[src/rtl/vga_pkg.sv]
// Shared constants and state type for the rectangle-fill engine.
// The frame geometry here is what the top and the clipper are built for.
package vga_pkg;
   localparam int FB_W       = 320;
   localparam int FB_H       = 240;
   localparam int ADDR_WIDTH = 17;
   localparam int DATA_WIDTH = 24;
   localparam int CW         = 10;

   typedef enum logic [1:0] {
      IDLE,
      SETUP,
      FILL,
      DONE
   } fill_state_t;
endpackage

[src/rtl/vga_rect_fill_if.sv]
// Command, abort and frame-buffer write signals of the rectangle-fill engine.
// master is the command/arbiter side, slave is the engine.
interface vga_rect_fill_if;
   import vga_pkg::*;

   logic                  cmd_valid;
   logic                  cmd_ready;
   logic [CW-1:0]         cmd_x0;
   logic [CW-1:0]         cmd_y0;
   logic [CW-1:0]         cmd_w;
   logic [CW-1:0]         cmd_h;
   logic [DATA_WIDTH-1:0] cmd_color;
   logic                  abort;
   logic                  fb_gnt;
   logic                  fb_wen;
   logic [ADDR_WIDTH-1:0] fb_waddr;
   logic [DATA_WIDTH-1:0] fb_wdata;
   logic                  busy;
   logic                  done;
   logic                  aborted;

   modport master (
      output cmd_valid, cmd_x0, cmd_y0, cmd_w, cmd_h, cmd_color, abort, fb_gnt,
      input  cmd_ready, fb_wen, fb_waddr, fb_wdata, busy, done, aborted
   );

   modport slave (
      input  cmd_valid, cmd_x0, cmd_y0, cmd_w, cmd_h, cmd_color, abort, fb_gnt,
      output cmd_ready, fb_wen, fb_waddr, fb_wdata, busy, done, aborted
   );
endinterface

[src/rtl/vga_rect_fill_clip.sv]
// Combinational clipper: exclusive end bounds saturated at the frame edge,
// plus an empty flag for rectangles that produce no pixels.
module rect_clip
   import vga_pkg::*;
(
   input  logic [CW-1:0] x0,
   input  logic [CW-1:0] y0,
   input  logic [CW-1:0] w,
   input  logic [CW-1:0] h,
   output logic [CW:0]   x_end,
   output logic [CW:0]   y_end,
   output logic          empty
);
   logic [CW:0] x_sum;
   logic [CW:0] y_sum;

   // 11 bits hold x0+w without wrapping, so saturation is exact
   assign x_sum = {1'b0, x0} + {1'b0, w};
   assign y_sum = {1'b0, y0} + {1'b0, h};

   assign x_end = (x_sum > 11'(FB_W)) ? 11'(FB_W) : x_sum;
   assign y_end = (y_sum > 11'(FB_H)) ? 11'(FB_H) : y_sum;

   assign empty = (w == '0) || (h == '0) ||
                  ({1'b0, x0} >= 11'(FB_W)) || ({1'b0, y0} >= 11'(FB_H));
endmodule

[src/rtl/vga_rect_fill.sv]
// Rectangle-fill engine: accepts one command, clips it to the frame and
// emits one frame-buffer write per granted cycle in raster order.
//
//   state | meaning
//   IDLE  | ready for a command
//   SETUP | clip and compute first address
//   FILL  | one write per granted cycle
//   DONE  | one-cycle completion pulse
module vga_rect_fill
   import vga_pkg::*;
(
   input  logic            clk,
   input  logic            n_rst,
   vga_rect_fill_if.slave  bus
);
   fill_state_t           state;
   fill_state_t           state_nxt;

   logic [CW-1:0]         x0_q;
   logic [CW-1:0]         y0_q;
   logic [CW-1:0]         w_q;
   logic [CW-1:0]         h_q;
   logic [DATA_WIDTH-1:0] color_q;
   logic [CW:0]           x_end_q;
   logic [CW:0]           y_end_q;
   logic [CW:0]           x_q;
   logic [CW:0]           y_q;
   logic [ADDR_WIDTH-1:0] row_base_q;
   logic [ADDR_WIDTH-1:0] waddr_q;
   logic                  aborted_q;

   logic [CW:0]           x_end_c;
   logic [CW:0]           y_end_c;
   logic                  empty_c;
   logic [ADDR_WIDTH-1:0] y0_ext;
   logic [ADDR_WIDTH-1:0] row_base_c;
   logic [ADDR_WIDTH-1:0] next_row_base;
   logic                  accept;
   logic                  wr;
   logic                  x_more;
   logic                  y_more;

   rect_clip u_clip (
      .x0    (x0_q),
      .y0    (y0_q),
      .w     (w_q),
      .h     (h_q),
      .x_end (x_end_c),
      .y_end (y_end_c),
      .empty (empty_c)
   );

   assign accept        = (state == IDLE) && bus.cmd_valid;
   assign wr            = (state == FILL) && bus.fb_gnt;
   assign x_more        = (x_q + 11'd1) < x_end_q;
   assign y_more        = (y_q + 11'd1) < y_end_q;
   // y0*320 as two shifts so no multiplier is needed
   assign y0_ext        = ADDR_WIDTH'(y0_q);
   assign row_base_c    = (y0_ext << 8) + (y0_ext << 6);
   assign next_row_base = row_base_q + ADDR_WIDTH'(FB_W);

   always_ff @(posedge clk or negedge n_rst) begin
      if (!n_rst) state <= IDLE;
      else        state <= state_nxt;
   end

   always_comb begin
      state_nxt = state;
      case (state)
         IDLE:    if (accept) state_nxt = SETUP;
         SETUP:   state_nxt = empty_c ? DONE : FILL;
         FILL: begin
            if (bus.abort)                     state_nxt = DONE;
            else if (wr && !x_more && !y_more) state_nxt = DONE;
         end
         DONE:    state_nxt = IDLE;
         default: state_nxt = IDLE;
      endcase
   end

   always_comb begin
      bus.cmd_ready = (state == IDLE);
      bus.busy      = (state != IDLE);
      bus.done      = (state == DONE);
      bus.fb_wen    = wr;
   end

   assign bus.fb_waddr = waddr_q;
   assign bus.fb_wdata = color_q;
   assign bus.aborted  = aborted_q;

   always_ff @(posedge clk or negedge n_rst) begin
      if (!n_rst) begin
         x0_q       <= '0;
         y0_q       <= '0;
         w_q        <= '0;
         h_q        <= '0;
         color_q    <= '0;
         x_end_q    <= '0;
         y_end_q    <= '0;
         x_q        <= '0;
         y_q        <= '0;
         row_base_q <= '0;
         waddr_q    <= '0;
         aborted_q  <= 1'b0;
      end else begin
         if (accept) begin
            x0_q      <= bus.cmd_x0;
            y0_q      <= bus.cmd_y0;
            w_q       <= bus.cmd_w;
            h_q       <= bus.cmd_h;
            color_q   <= bus.cmd_color;
            aborted_q <= 1'b0;
         end
         // empty commands keep the old address so fb_waddr never leaves the frame
         if (state == SETUP && !empty_c) begin
            x_end_q    <= x_end_c;
            y_end_q    <= y_end_c;
            x_q        <= {1'b0, x0_q};
            y_q        <= {1'b0, y0_q};
            row_base_q <= row_base_c;
            waddr_q    <= row_base_c + ADDR_WIDTH'(x0_q);
         end
         if (wr) begin
            if (x_more) begin
               x_q     <= x_q + 11'd1;
               waddr_q <= waddr_q + 1'b1;
            end else if (y_more) begin
               x_q        <= {1'b0, x0_q};
               y_q        <= y_q + 11'd1;
               row_base_q <= next_row_base;
               waddr_q    <= next_row_base + ADDR_WIDTH'(x0_q);
            end
         end
         if (state == FILL && bus.abort) aborted_q <= 1'b1;
      end
   end
endmodule

[src/flat_wrapper.sv]
// flat-port wrapper written by rule: the top's interface ports become plain ports
module vga_rect_fill_flat import vga_pkg::*;
  (clk, n_rst, bus_cmd_valid, bus_cmd_x0, bus_cmd_y0, bus_cmd_w, bus_cmd_h, bus_cmd_color, bus_abort, bus_fb_gnt, bus_cmd_ready, bus_fb_wen, bus_fb_waddr, bus_fb_wdata, bus_busy, bus_done, bus_aborted);
  vga_rect_fill_if bus_i ();
  input  logic clk;
  input  logic n_rst;
  input wire logic [$bits(bus_i.cmd_valid)-1:0] bus_cmd_valid;
  input wire logic [$bits(bus_i.cmd_x0)-1:0] bus_cmd_x0;
  input wire logic [$bits(bus_i.cmd_y0)-1:0] bus_cmd_y0;
  input wire logic [$bits(bus_i.cmd_w)-1:0] bus_cmd_w;
  input wire logic [$bits(bus_i.cmd_h)-1:0] bus_cmd_h;
  input wire logic [$bits(bus_i.cmd_color)-1:0] bus_cmd_color;
  input wire logic [$bits(bus_i.abort)-1:0] bus_abort;
  input wire logic [$bits(bus_i.fb_gnt)-1:0] bus_fb_gnt;
  output wire logic [$bits(bus_i.cmd_ready)-1:0] bus_cmd_ready;
  output wire logic [$bits(bus_i.fb_wen)-1:0] bus_fb_wen;
  output wire logic [$bits(bus_i.fb_waddr)-1:0] bus_fb_waddr;
  output wire logic [$bits(bus_i.fb_wdata)-1:0] bus_fb_wdata;
  output wire logic [$bits(bus_i.busy)-1:0] bus_busy;
  output wire logic [$bits(bus_i.done)-1:0] bus_done;
  output wire logic [$bits(bus_i.aborted)-1:0] bus_aborted;
  assign bus_i.cmd_valid = bus_cmd_valid;
  assign bus_i.cmd_x0 = bus_cmd_x0;
  assign bus_i.cmd_y0 = bus_cmd_y0;
  assign bus_i.cmd_w = bus_cmd_w;
  assign bus_i.cmd_h = bus_cmd_h;
  assign bus_i.cmd_color = bus_cmd_color;
  assign bus_i.abort = bus_abort;
  assign bus_i.fb_gnt = bus_fb_gnt;
  assign bus_cmd_ready = bus_i.cmd_ready;
  assign bus_fb_wen = bus_i.fb_wen;
  assign bus_fb_waddr = bus_i.fb_waddr;
  assign bus_fb_wdata = bus_i.fb_wdata;
  assign bus_busy = bus_i.busy;
  assign bus_done = bus_i.done;
  assign bus_aborted = bus_i.aborted;
  vga_rect_fill u_core (.clk(clk), .n_rst(n_rst), .bus(bus_i));
endmodule
[config.mk]
export PLATFORM = sky130hd
export DESIGN_NAME = vga_rect_fill_flat
export DESIGN_NICKNAME = d
export VERILOG_FILES = /design/src/rtl/vga_pkg.sv /design/src/rtl/vga_rect_fill_if.sv /design/src/rtl/vga_rect_fill_clip.sv /design/src/rtl/vga_rect_fill.sv /design/src/flat_wrapper.sv
export SDC_FILE = /design/constraint.sdc
export NUM_CORES = 1
export LEC_CHECK = 0
export CORE_UTILIZATION = 35
export CTS_CLUSTER_DIAMETER = 200
export DETAILED_ROUTE_END_ITERATION = 12
export GPL_ROUTABILITY_DRIVEN = 1
export PLACE_DENSITY = 0.62
export RECOVER_POWER = 100
export SLEW_MARGIN = 20
export SYNTH_ARGS = -nofsm -noshare
export SYNTH_HDL_FRONTEND = slang
export SYNTH_SLANG_ARGS = --single-unit
[constraint.sdc]
create_clock -name clk -period 3.9 [get_ports clk]
set_input_delay 0.585 -clock clk [delete_from_list [all_inputs] [get_ports clk]]
set_output_delay 0.585 -clock clk [all_outputs]
set_load 0.02 [all_outputs]
Word level (Yosys, flattened, before mapping)
Index checks and enable logic that the tools add are counted.
Widths: inputs -> output; s select.
Word-level totals
  flip-flop bits (word level): 145
  bits in latches: 0
  bits in writable memories: 0
  ROM bits: 0
  output and inout bits: 46
  memories kept: 0
Cells by class
  add/subtract/negate cells: 9
  $mul: 0
  div/mod/pow operators: 0
  magnitude comparators: 6
  equal/unequal tests: 5
  shifts and indexed selects: 0
  multiplexer cells: 25
  bitwise gates (word level): 0
  reduce and logical (&&, ||, !) cells: 18
Operator list (count)
  $mux 17: 8
  $mux 11: 10
  $add 17x10->17: 2
  $add 10x10->11: 2
  $add 11x1->11 const B: 2
  $lt 11x11->1: 2
  $logic_not 10->1: 2
  $add 17x1->17 const B: 1
  $add 17x16->17: 1
  $add 17x9->17 const B: 1
  $gt 11x8->1 const B: 1
  $gt 11x9->1 const B: 1
  $ge 10x8->1 const B: 1
  $ge 10x9->1 const B: 1
  $pmux 2 s4: 1
  $logic_and 1x1->1: 6
  $mux 2: 3
  $eq 2x2->1 const B: 2
  $reduce_bool 2->1: 2
  $logic_not 1->1: 3
  $logic_or 1x1->1: 3
  $mux 1: 3
  $ne 3x3->1 const B: 1
  $eq 2x1->1 const B: 1
  other kinds (3): 3

Longest topological paths before layout
  depth after elaboration: 10
  gate-level depth with buffers: 16

Hierarchy
From an unflattened synthesis, not the netlist that was laid out.
Second synthesis, totals
  cells, all modules: 955
  area total of the unflattened synthesis: 9297.7 µm²
Modules (own cells, without submodules)
  vga_rect_fill: times used 1, cells each 815, area an instance 8241.7 µm², sequential area each 3628.5 µm²
  rect_clip: times used 1, cells each 140, area an instance 1056.0 µm², sequential area each 0.0 µm²

Worst setup path before layout
Ideal clock, no wire load.
  path type: register to register
  start point: register u_core.y_q[0]
  end point: register u_core.y_q[4]
  setup time: 0.123 ns
  arrival time: 3.275 ns
  required time: 3.777 ns
  setup slack: 0.502 ns
  stages on the path, launching flop included: 16
  path buffers: 1
  period minus slack after synthesis: 3.398 ns
  cell sequence: dfrtp_1 -> ha_1 -> and3_1 -> and3_1 -> nand2_1 -> nor2_1 -> xor2_1 -> ha_1 -> a2111oi_4 -> o21ai_2 -> o32ai_4 -> nand3_2 -> clkbuf_1 -> nor2_1 -> nor2_1 -> o221a_2
On the way
  word-level cells in the longest chain between the ends: 5
RTL lines
  from (decl): RTL line vga_rect_fill.sv:27  | logic [CW:0] y_q;
  from (signal assigned): RTL line vga_rect_fill.sv:120  | y_q <= {1'b0, y0_q};
  from (signal assigned): RTL line vga_rect_fill.sv:130  | y_q <= y_q + 11'd1;
  $add 11x1->11 (*): RTL line vga_rect_fill.sv:56, vga_rect_fill.sv:130
  $lt 11x11->1: RTL line vga_rect_fill.sv:56  | assign y_more = (y_q + 11'd1) < y_end_q;
  $mux 11 (*): RTL line vga_rect_fill.sv:128  | end else if (y_more) begin
  $mux 11 (*): RTL line vga_rect_fill.sv:125  | if (x_more) begin
  $mux 11 (*): RTL line vga_rect_fill.sv:124  | if (wr) begin
Mark *: on every way between the ends. The rest lies on a longest branch, timed or not.
A chain may end at the register's enable or synchronous reset.

Worst setup path in the final report
  start point: register u_core.y_q[0]
  end point: register u_core.x_q[2]
On the way
  word-level cells in the longest chain between the ends: 5
RTL lines
  $add 11x1->11: RTL line vga_rect_fill.sv:56
  $lt 11x11->1: RTL line vga_rect_fill.sv:56
  $mux 11: RTL line vga_rect_fill.sv:128
  $mux 11: RTL line vga_rect_fill.sv:125
  $mux 11: RTL line vga_rect_fill.sv:124
  to (signal assigned): RTL line vga_rect_fill.sv:119  | x_q <= {1'b0, x0_q};
  to (signal assigned): RTL line vga_rect_fill.sv:126  | x_q <= x_q + 11'd1;
  to (signal assigned): RTL line vga_rect_fill.sv:129  | x_q <= {1'b0, x0_q};
  to (decl): RTL line vga_rect_fill.sv:26  | logic [CW:0] x_q;
No other way between the ends.

==> Implementation_results.wiki <==
{| class="wikitable"
! Metric !! Value
|-
| Relative contribution of the clock network to total power || 14.8%
|-
| Power density relative to cell area || 1005 mW/mm2
|-
| Maximum fanout along the worst path || 7
|-
| Kind of end point of the critical path || flip-flop
|-
| RePlAce Congestion || 0.8797
|-
| Failing checks || capacitance limit, slew limit
|-
| Layout Nets || ~1200
|-
| DRC viols || 0
|-
| Die height || 163.0 um
|-
| Tcrit/Tclk final || 94.25%
|-
| Total clock buffers created by CTS || 17
|-
| Post-CTS Hold Fix Bufs || 0
|-
| Total routing resource utilization after global routing || 19.12%
|-
| Async set or reset register ratio after synthesis || 100.0%
|-
| Number of distinct library cell variants in the gate-level netlist after synthesis || 69
|-
| Initial antenna violation count || 0
|-
| Remaining max-slew budget at the tightest pin || -75.11%
|-
| Drt wl/cell || 17.42 um
|-
| Post-synth EDFFs || 0
|-
| Power share of the combinational group || 59.2%
|-
| Highest-count cells in the layout ignoring fill and taps || 145 x sky130_fd_sc_hd__dfrtp_1, 68 x sky130_fd_sc_hd__ha_1, 67 x sky130_fd_sc_hd__clkdlybuf4s50_1
|-
| Initial DRT Pass Iterations || 5
|-
| Internal portion of total power || 5.977 mW
|-
| Most instantiated flip-flop cell in the synthesis netlist || sky130_fd_sc_hd__dfrtp_1
|-
| Fin. Hold Viols || 0
|-
| Synthesis Warnings || 0
|-
| Highest Clock Rate || 272.0 MHz
|-
| Maximum number of pins on one net before global-route repair || 100
|-
| Critical path type || reg -> reg
|-
| Share of total power in sequential cells || 26.0%
|-
| Type of element launching the critical path || flip-flop
|-
| Seq cells post-synth || 145
|-
| Clock latency of the later-clocked register in the worst-skew pair || roughly 0.44 ns
|-
| Setup total negative slack || 0 ns
|-
| Arrival time reported for the critical path endpoint || about 4 ns
|-
| Leak pwr || 4.867 nW
|-
| Least-Margin Pin Slew || roughly 2.6 ns
|-
| Row cnt || just under 60
|-
| CTS sink cnt || 145
|-
| Sw Pwr || roughly 5.4 mW
|-
| Depth of the CTS H-tree || 4
|-
| Total count of max-transition violations in the final report || 99
|-
| Share of post-route cells with drive strength above 1 || 13.89%
|-
| Netlist area before placement || 0.009071 mm2
|-
| Die Outline Area || ~0.027 mm2
|-
| Worst min path class || reg -> reg
|-
| Wire length of the first global-routing pass || between 30000 and 40000 um
|-
| N_diodes || 0
|-
| Endpoints failing setup || 0
|-
| Required time at the endpoint of the critical path || 4.22 ns
|-
| Remaining antenna violation count after routing || 0
|-
| Horizontal die dimension || ~160 um
|-
| Final worst path period need || between 3 and 4 ns
|-
| Worst setup skew after layout || 0.01622 ns
|-
| Maximum buffer depth of the clock tree || 2
|-
| Max Cap Viol || 1
|-
| Synthesis-to-layout area growth || 24.77%
|-
| Aggregate routed wire length || 24180 um
|-
| Number of top-level pins || 115
|-
| Gate count of the mapped netlist || 917
|-
| Core area || 0.02533 mm2
|-
| Drt first-iter violations || 561
|-
| Unrepaired setup endpoints after global routing || false
|-
| Total number of vias || 7593
|-
| Portion of the post-synthesis area used by sequential elements || roughly two fifths
|-
| Final std cell area, no fill || 0.01132 mm2
|-
| Most frequent standard cell in the layout excluding fill and tap cells || sky130_fd_sc_hd__dfrtp_1
|-
| Via count of the first global-routing pass || 7374
|-
| Post-Syn Area per Cell || 9.892 um2
|-
| Clock tree from TritonCTS || built
|-
| Buffer cell driving the clock tree root || sky130_fd_sc_hd__clkbuf_16
|-
| Initial Utilization || 35.82%
|-
| Total gr overflow || 0
|-
| Syn nets || roughly 1100
|-
| Via-per-instance ratio || 5.470
|-
| Placement Cell Area || 0.01067 mm2
|-
| Sw frac || 47.43%
|-
| Outcome || finished with violations
|-
| Peak ir drop on the vdd network || 451.5 uV
|-
| Buffers on Ports || around 110
|-
| Estimated wirelength of the detail-placed design || 17720 um
|-
| Clock transition time at the flip-flop clock pins of the worst setup and hold paths || 0.07 ns
|}
-- power by group through the flow --
stage / clock (mW) / combinational, mW / sequential [mW]
after floorplan: 0 / 4.56 / 2.96
after global placement: 0 / 6.62 / 2.97
after detailed placement: 0 / 6.69 / 2.98
after CTS: 1.72 / 6.74 / 2.96
after global routing: 1.77 / 7.42 / 3.06
final: 1.68 / 6.73 / 2.96
-- metal layers --
layer  share of wire [%]  vias up  GRT usage (%)
li1                    -     3628              -
met2                  43      266          27.76
met1                  48     3665          27.27
met3                 7.1       34          4.660
met4                 2.0        0          7.094
met5                   0        -              0
-- synth_stat cells (all sizes together), types with 18 or more instances --
cell type,n,share of area [%]
dfrtp,145,40
ha,70,9.7
nand2,67,2.8
mux2,64,7.9
o21ai,62,3.5
a21oi,60,3.4
nor2,60,2.5
inv,44,1.8
nand3,44,2.5
xnor2,36,3.5
xor2,32,3.1
and3,18,1.2
-- path summary, 6_finish.rpt --
check                                      from                      to  slack (ns)  cells after the start
min in group asynchronous                 n_rst       u_core.x_end_q[9]        0.96                      1
max in group asynchronous                 n_rst  u_core.bus.fb_wdata[2]        1.40                      1
setup / recovery                  u_core.y_q[0]           u_core.x_q[2]        0.22                     14
setup reg to reg                  u_core.y_q[0]           u_core.x_q[2]        0.22                     14
hold / removal             u_core.row_base_q[2]    u_core.row_base_q[2]        0.49                      1
hold reg to reg            u_core.row_base_q[2]    u_core.row_base_q[2]        0.49                      1
-- worst max-delay path, stage by stage, from the launching register on --
cell                        delay [ns]
sky130_fd_sc_hd__dfrtp_1          0.41
sky130_fd_sc_hd__ha_2             0.23
sky130_fd_sc_hd__and3_2           0.24
sky130_fd_sc_hd__and3_1           0.22
sky130_fd_sc_hd__nand2_1          0.12
sky130_fd_sc_hd__nor2_4           0.13
sky130_fd_sc_hd__xor2_1           0.17
sky130_fd_sc_hd__ha_1             0.30
sky130_fd_sc_hd__a2111oi_4        0.32
sky130_fd_sc_hd__o21ai_2          0.13
sky130_fd_sc_hd__o32a_2           0.47
sky130_fd_sc_hd__nor3_4           0.25
sky130_fd_sc_hd__buf_4            0.21
sky130_fd_sc_hd__a21oi_2          0.07
sky130_fd_sc_hd__o221a_2          0.29
-- registers in the layout, summed over array words and instances (netlist names), 11 cells and up --
| register | cells |
|---|---|
| u_core.bus.fb_wdata | 24 |
| u_core.bus.fb_waddr | 17 |
| u_core.row_base_q | 17 |
| u_core.x_end_q | 11 |
| u_core.x_q | 11 |
| u_core.y_end_q | 11 |
| u_core.y_q | 11 |
-- logic make-up after synthesis --
logic type / count (synthesis) / synth area share [%]
flip-flops: 145 / 40.00
multiplexers: 64 / 7.945
XOR/XNOR: 68 / 6.566
buffers and inverters: 73 / 3.200
adder cells (fa/ha/maj): 75 / 10.76
AND/OR/NAND/NOR: 245 / 13.30
AO/OA/AOI/OAI: 247 / 18.23
-- per-stage QoR --
step	utilization [%]	instances	power, mW	hold slack [ns]	setup slack (ns)
2_1_floorplan	-	917	7.513	0.2894	0.5022
3_3_place_gp	42.14	1351	9.590	0.4762	0.2277
5_1_grt	44.69	1388	12.26	0.5052	0.01839
4_1_cts	44.55	1383	11.42	0.3144	0.09698
6_report	44.69	1388	11.37	0.4885	0.2241
3_5_place_dp	42.14	1351	9.677	0.4751	0.1245
-- area by class of cell --
type / instances / area, um2
timing repair buffer: 137 / 1315
clock inverter: 15 / 185.2
inverter: 45 / 168.9
sequential: 145 / 3628
clock buffer: 17 / 425.4
fill: 2402 / 14010
multi-input combinational: 699 / 5182
tap: 330 / 412.9
-- repair_timing --
action	4_1_cts	5_1_grt
buffers inserted	0	5
endpoints found under the setup margin	0	42
resized for setup	0	13
Power figures use the tool's default switching activity.
